==> config.mk <==
export PLATFORM = sky130hd
export DESIGN_NAME = dmux_stream
export DESIGN_NICKNAME = d
export VERILOG_FILES = /design/src/rtl/dmux_pkg.sv /design/src/rtl/dmux_ch_cnt.sv /design/src/rtl/dmux_stream.sv
export SDC_FILE = /design/constraint.sdc
export NUM_CORES = 1
export LEC_CHECK = 0
export ABC_CLOCK_PERIOD_IN_PS = 1750
export CAP_MARGIN = 20
export CORE_ASPECT_RATIO = 0.6
export CORE_MARGIN = 2
export CORE_UTILIZATION = 37
export CTS_BUF_LIST = sky130_fd_sc_hd__clkbuf_8
export DETAILED_ROUTE_END_ITERATION = 8
export PLACE_DENSITY = 0.83
export SLEW_MARGIN = 10
export SYNTH_ARGS = -nofsm -noshare
export SYNTH_HDL_FRONTEND = slang
export SYNTH_SLANG_ARGS = --single-unit
==> constraint.sdc <==
create_clock -name clk -period 1.75 [get_ports clk]
set_input_delay 0.35 -clock clk [delete_from_list [all_inputs] [get_ports clk]]
set_output_delay 0.35 -clock clk [all_outputs]
set_load 0.05 [all_outputs]
==> src/rtl/dmux_pkg.sv <==
// dmux_pkg: shared widths, types and helpers for the dmux_stream demultiplexer.
package dmux_pkg;

    localparam int ERR_CNT_W = 8;
    localparam int CNT_W     = 16;

    typedef logic [CNT_W-1:0] ch_cnt_t;

    // Holding-register occupancy: EMPTY (no word held) or FULL (one word held).
    typedef enum logic {
        ST_EMPTY = 1'b0,
        ST_FULL  = 1'b1
    } dmux_state_t;

    // Select width: enough bits to name every channel, never less than one.
    function automatic int sel_w(input int ch_n);
        return (ch_n > 1) ? $clog2(ch_n) : 1;
    endfunction

endpackage

==> src/rtl/dmux_ch_cnt.sv <==
// dmux_ch_cnt: single-channel 16-bit transfer counter, wraps 0xFFFF -> 0.
module dmux_ch_cnt
    import dmux_pkg::*;
(
    input  logic    clk,
    input  logic    rst_n,
    input  logic    en,
    output ch_cnt_t cnt
);

    ch_cnt_t cnt_r;

    // Count one per enabled cycle; natural overflow provides the wrap.
    always_ff @(posedge clk or negedge rst_n) begin
        if (!rst_n) begin
            cnt_r <= '0;
        end else if (en) begin
            cnt_r <= cnt_r + ch_cnt_t'(1);
        end else begin
            cnt_r <= cnt_r;
        end
    end

    assign cnt = cnt_r;

endmodule

==> src/rtl/dmux_stream.sv <==
// dmux_stream: registered 1-to-CH_N stream demultiplexer with valid/ready per
// channel and out-of-range select detection.
// Optional per-channel drain counters are built when DMUX_STREAM_CNT_EN is
// defined; otherwise cnt_flat is tied to zero (port list identical).
module dmux_stream
    import dmux_pkg::*;
#(
    parameter int DATA_W = 16,
    parameter int CH_N   = 3
) (
    input  logic                    clk,
    input  logic                    rst_n,
    input  logic                    in_valid,
    output logic                    in_ready,
    input  logic [sel_w(CH_N)-1:0]  sel,
    input  logic [DATA_W-1:0]       in,
    output logic [CH_N*DATA_W-1:0]  out,
    output logic [CH_N-1:0]         out_valid,
    input  logic [CH_N-1:0]         out_ready,
    output logic                    err,
    output logic [ERR_CNT_W-1:0]    err_cnt,
    output logic [CH_N*CNT_W-1:0]   cnt_flat
);

    localparam int SEL_W = sel_w(CH_N);
    // Channel count widened by one bit so CH_N itself is representable.
    localparam logic [SEL_W:0] CH_N_L = (SEL_W+1)'(CH_N);

    dmux_state_t            state_r, state_n_s;
    logic [SEL_W-1:0]       cur_ch_r;
    logic [DATA_W-1:0]      data_r;
    logic                   err_r;
    logic [ERR_CNT_W-1:0]   err_cnt_r;

    logic                   full_s;
    logic                   sel_ok_s;
    logic                   drain_s;
    logic                   ready_s;
    logic                   accept_s;
    logic                   load_s;
    logic                   bad_s;
    logic [CH_N-1:0]        valid_vec_s;
    logic [CH_N-1:0]        drain_vec_s;
    logic [CH_N*DATA_W-1:0] out_s;

    // Output decode from registers only, plus the per-channel drain vector.
    always_comb begin
        valid_vec_s = '0;
        drain_vec_s = '0;
        out_s       = '0;
        full_s      = (state_r == ST_FULL);
        for (int k = 0; k < CH_N; k++) begin
            valid_vec_s[k]              = full_s && (cur_ch_r == SEL_W'(k));
            drain_vec_s[k]              = valid_vec_s[k] && out_ready[k];
            out_s[k*DATA_W +: DATA_W]   = valid_vec_s[k] ? data_r : {DATA_W{1'b0}};
        end
        drain_s  = |drain_vec_s;
        ready_s  = !full_s || drain_s;
        accept_s = in_valid && ready_s;
        sel_ok_s = ({1'b0, sel} < CH_N_L);
        load_s   = accept_s && sel_ok_s;
        bad_s    = accept_s && !sel_ok_s;
    end

    // Next-state: load on valid accept, empty on drain without reload.
    always_comb begin
        state_n_s = state_r;
        case (state_r)
            ST_EMPTY: state_n_s = load_s ? ST_FULL : ST_EMPTY;
            ST_FULL:  state_n_s = (drain_s && !load_s) ? ST_EMPTY : ST_FULL;
            default:  state_n_s = ST_EMPTY;
        endcase
    end

    // Occupancy state register.
    always_ff @(posedge clk or negedge rst_n) begin
        if (!rst_n) begin
            state_r <= ST_EMPTY;
        end else begin
            state_r <= state_n_s;
        end
    end

    // Held word and destination; dropped words leave both untouched.
    always_ff @(posedge clk or negedge rst_n) begin
        if (!rst_n) begin
            data_r   <= '0;
            cur_ch_r <= '0;
        end else if (load_s) begin
            data_r   <= in;
            cur_ch_r <= sel;
        end else begin
            data_r   <= data_r;
            cur_ch_r <= cur_ch_r;
        end
    end

    // Error pulse and saturating error count for out-of-range selects.
    always_ff @(posedge clk or negedge rst_n) begin
        if (!rst_n) begin
            err_r     <= 1'b0;
            err_cnt_r <= '0;
        end else begin
            err_r <= bad_s;
            if (bad_s && (err_cnt_r != {ERR_CNT_W{1'b1}})) begin
                err_cnt_r <= err_cnt_r + ERR_CNT_W'(1);
            end else begin
                err_cnt_r <= err_cnt_r;
            end
        end
    end

`ifdef DMUX_STREAM_CNT_EN
    for (genvar g = 0; g < CH_N; g++) begin : g_cnt
        dmux_ch_cnt u_cnt (
            .clk   (clk),
            .rst_n (rst_n),
            .en    (drain_vec_s[g]),
            .cnt   (cnt_flat[g*CNT_W +: CNT_W])
        );
    end
`else
    assign cnt_flat = '0;
`endif

    assign in_ready  = ready_s;
    assign out       = out_s;
    assign out_valid = valid_vec_s;
    assign err       = err_r;
    assign err_cnt   = err_cnt_r;

endmodule
==> impl_results.md <==
- Area contributors post-synth: dfrtp_1, buf_4, and2_1, mux2_4, mux2_2
- Die width: 98.40 µm
- WP data arrival: 1.50 ns
- Critical Path, Cell by Cell: buf_4, nand2_4, nor2_4, buf_4, and2_4, buf_12
- Ant diodes: 0
- Finished Cell Area: 3725 µm²
- Share of flip-flops with an asynchronous set or reset: 100.0%
- Routed len/inst: between 15 and 20 µm
- Adder-Cell Fraction of Synth Area: 0.6325%
- Area grow syn2layout: 88.30%
- Pwr Total: 0.007412 W
- Max Slew Vio Count: 0
- Xor and xnor fraction of the mapped netlist area: about 2.7%
- Synth cell count leaders: buf_4, and2_1, dfrtp_1
- Routed vias/inst: between 4 and 5
- Power per cell area: around 2000 nW/µm²
- Syn Inst Count: between 150 and 200
- Netlist cell types: 33
- First-pass GRT wire length: 8128 µm
- Synth area leader: dfrtp_1
- Flop-to-flop setup slack: -0.02 ns
- Crit start category: flop
- CP Capture Type: output pin
- Largest family of logic cells by synthesized area: simple AND/OR/NAND/NOR gates
- Top-count cell post-synth: buf_4
- CTS clock-pin slew for the worst setup and hold paths: about 0.090 ns
- Fmax: 0.5393 GHz
- Tmin final: 1.854 ns
- Rows: 20
- Clock latency on the worst-skew pair: 0.27 ns
- Grt ovf: 0
- Period utilization: 106.0%
- CP top delay family: buffers and inverters
- CP max FO: 4
- Post-synth EDFFs: 0
- Synth Area in Simple Gates: 23.85%
- RSZ-0062 raised after global routing: true
- Max Cap Violations: 0
- Layout fillers: 346
- Post-Route WL: 5602 µm
- Post-DP HPWL: a little over 4000 µm
- CTS buffer count: 3
- Drt first-iter violations: 49
- Die Area: 5966 µm²
- Outcome: finished, violations left
- Fin worst setup slack: -0.1043 ns
- Main synth FF type: dfrtp_1
- Die Y: between 60 and 70 µm
- VDD IR max: slightly above 1 mV
- Syn Std Cell Area: 1978 µm²
- Post-synthesis compound-gate area fraction: 4.238%
- Detailed-route DRC error count: 0
- DR vias: 1611
- Yosys warns: 0
- Multi-input logic area: 1245 µm²
- Nets: 330
- Post-Place Setup Slack: -0.2592 ns
- Largest net degree at the start of global routing: 29
- GP Congestion: about 0.84
- Fin. Hold Viols: 0
- CTS sink cnt: 28
- Failing checks: negative setup slack
- Most frequent CP cell: buf_4
- Leakage power: 1.776 nW
- CP Buf/Inv Count: 3
- Clock Skew: 0.003394 ns
- Crit path required time: 1.40 ns
- Kind of critical path: flop to output pin
- Setup violations, final: 59
- Port-buffer cells: between 80 and 90
- Sequential-to-total area share from yosys stat: 35.42%
- Root buf cell: clkbuf_8
- Synth top area share: 35.42%
- Vias in the first global route: 1548
- FF+latch area: 706.9 µm²
- Slowest cell on crit path: dfrtp_1
- Io pins: 133
- Initial Util: 38.75%
- Routed Antenna Nets: 0
- Synth Register Bits: 28
- Tot GR Track Use: a little under a fifth
- Setup tns final: -3.687 ns
- H-tree Lvls: 1
- Hold Slack: around 0.45 ns
- CTS tree: yes
- Detailed Routing Iterations Pass 1: 5
- Syn Area/Cell: around 10 µm²
- Clock Tree Buf Depth: 2
- Initial antenna violation count: 0
- Core area: 5105 µm²
- Class of the worst hold path: primary input to async pin
- Post-synthesis mux area share: approximately an eighth
- Dpl cell area: between 3000 and 4000 µm²
- Fraction of layout cells with a size suffix above 1: 58.22%
- CP peak stage delay: 0.39 ns
-- final cells by class --
cell class,instances,share of cell area (%)
clock buffer,4,1.478
inverter,2,0.2015
sequential,28,18.98
tap,66,2.217
timing repair buffer,112,43.70
multi-input combinational,158,33.42
-- cells in the final DEF, fill, tap and decap left out, types with 2 or more instances in the layout --
master | synthesis | final
buf_12 | 0 | 54
and2_4 | 0 | 48
conb_1 | 1 | 48
buf_4 | 49 | 24
dfrtp_1 | 28 | 23
clkdlybuf4s50_1 | 0 | 22
mux2_4 | 10 | 15
buf_6 | 1 | 10
nand2_1 | 8 | 7
xor2_1 | 6 | 6
dfrtp_2 | 0 | 5
clkbuf_8 | 0 | 4
nor2_4 | 0 | 3
mux2_2 | 8 | 3
nand3b_1 | 2 | 2
and4_1 | 2 | 2
nor3_1 | 2 | 2
a21oi_1 | 2 | 2
nand3_1 | 2 | 2
nor4_1 | 2 | 2
-- worst register-to-register path, stage by stage, from the launching register on --
cell and delay [ns]:
dfrtp_2 0.51, mux2i_4 0.23, o211ai_4 0.20, buf_6 0.13
nand3_4 0.11, clkbuf_16 0.19, mux2_4 0.29
-- where the power goes --
group	leakage, nW	internal, W	switching (W)
Sequential	0.334	0.000926	0.000362
Combinational	1.41	0.00284	0.00289
Clock	0.0288	0.000201	0.000192
-- per-layer routing --
metal	track usage (%)	vias up	part of all wire, %
li1	-	758	-
met1	21.79	770	42
met2	33.43	75	50
met3	3.917	8	6.4
met4	5.479	0	1.7
met5	0	-	0
-- worst paths after layout --
| kind | startpoint | end | cells past startpoint |
|---|---|---|---|
| setup / recovery | cur_ch_r[0]$_DFFE_PN0P_ | out[16] | 6 |
| hold / removal | rst_n | data_r[0]$_DFFE_PN0P_ | 2 |
| setup reg to reg | cur_ch_r[1]$_DFFE_PN0P_ | data_r[12]$_DFFE_PN0P_ | 6 |
| hold reg to reg | err_cnt[4]$_DFFE_PN0P_ | err_cnt[4]$_DFFE_PN0P_ | 1 |
| max in group asynchronous | rst_n | err_cnt[2]$_DFFE_PN0P_ | 2 |
| min in group clk | err_cnt[4]$_DFFE_PN0P_ | err_cnt[4]$_DFFE_PN0P_ | 1 |
-- cells by family (layout without fill, tap and decap cells) --
group | count (synthesis) | after routing
flops | 28 | 28
fa+ha+maj | 1 | 1
simple gates | 77 | 77
compound gates | 7 | 7
other cells | 1 | 48
xor+xnor | 6 | 6
buf+inv | 56 | 118
mux | 19 | 19
-- flip-flops by register name (all words and copies together) (netlist names) --
name and cells:
data_r 16, err 1, full_s 1, err_cnt 8, cur_ch_r 2
-- per-stage QoR --
step           utilization [%]  cells
2_1_floorplan                -    242
3_3_place_gp             66.20    354
3_5_place_dp             66.20    354
4_1_cts                  71.20    366
5_1_grt                  72.97    370
6_report                 72.97    370
-- what timing repair did --
action | CTS | global route
hold buffers | 0 | 0
setup endpoints to repair | 52 | 69
gates cloned | 3 | 2
pin swaps | 5 | 3
resized for setup | 59 | 13
buffers inserted | 6 | 3
No activity file was read; power rests on OpenSTA's default activity.
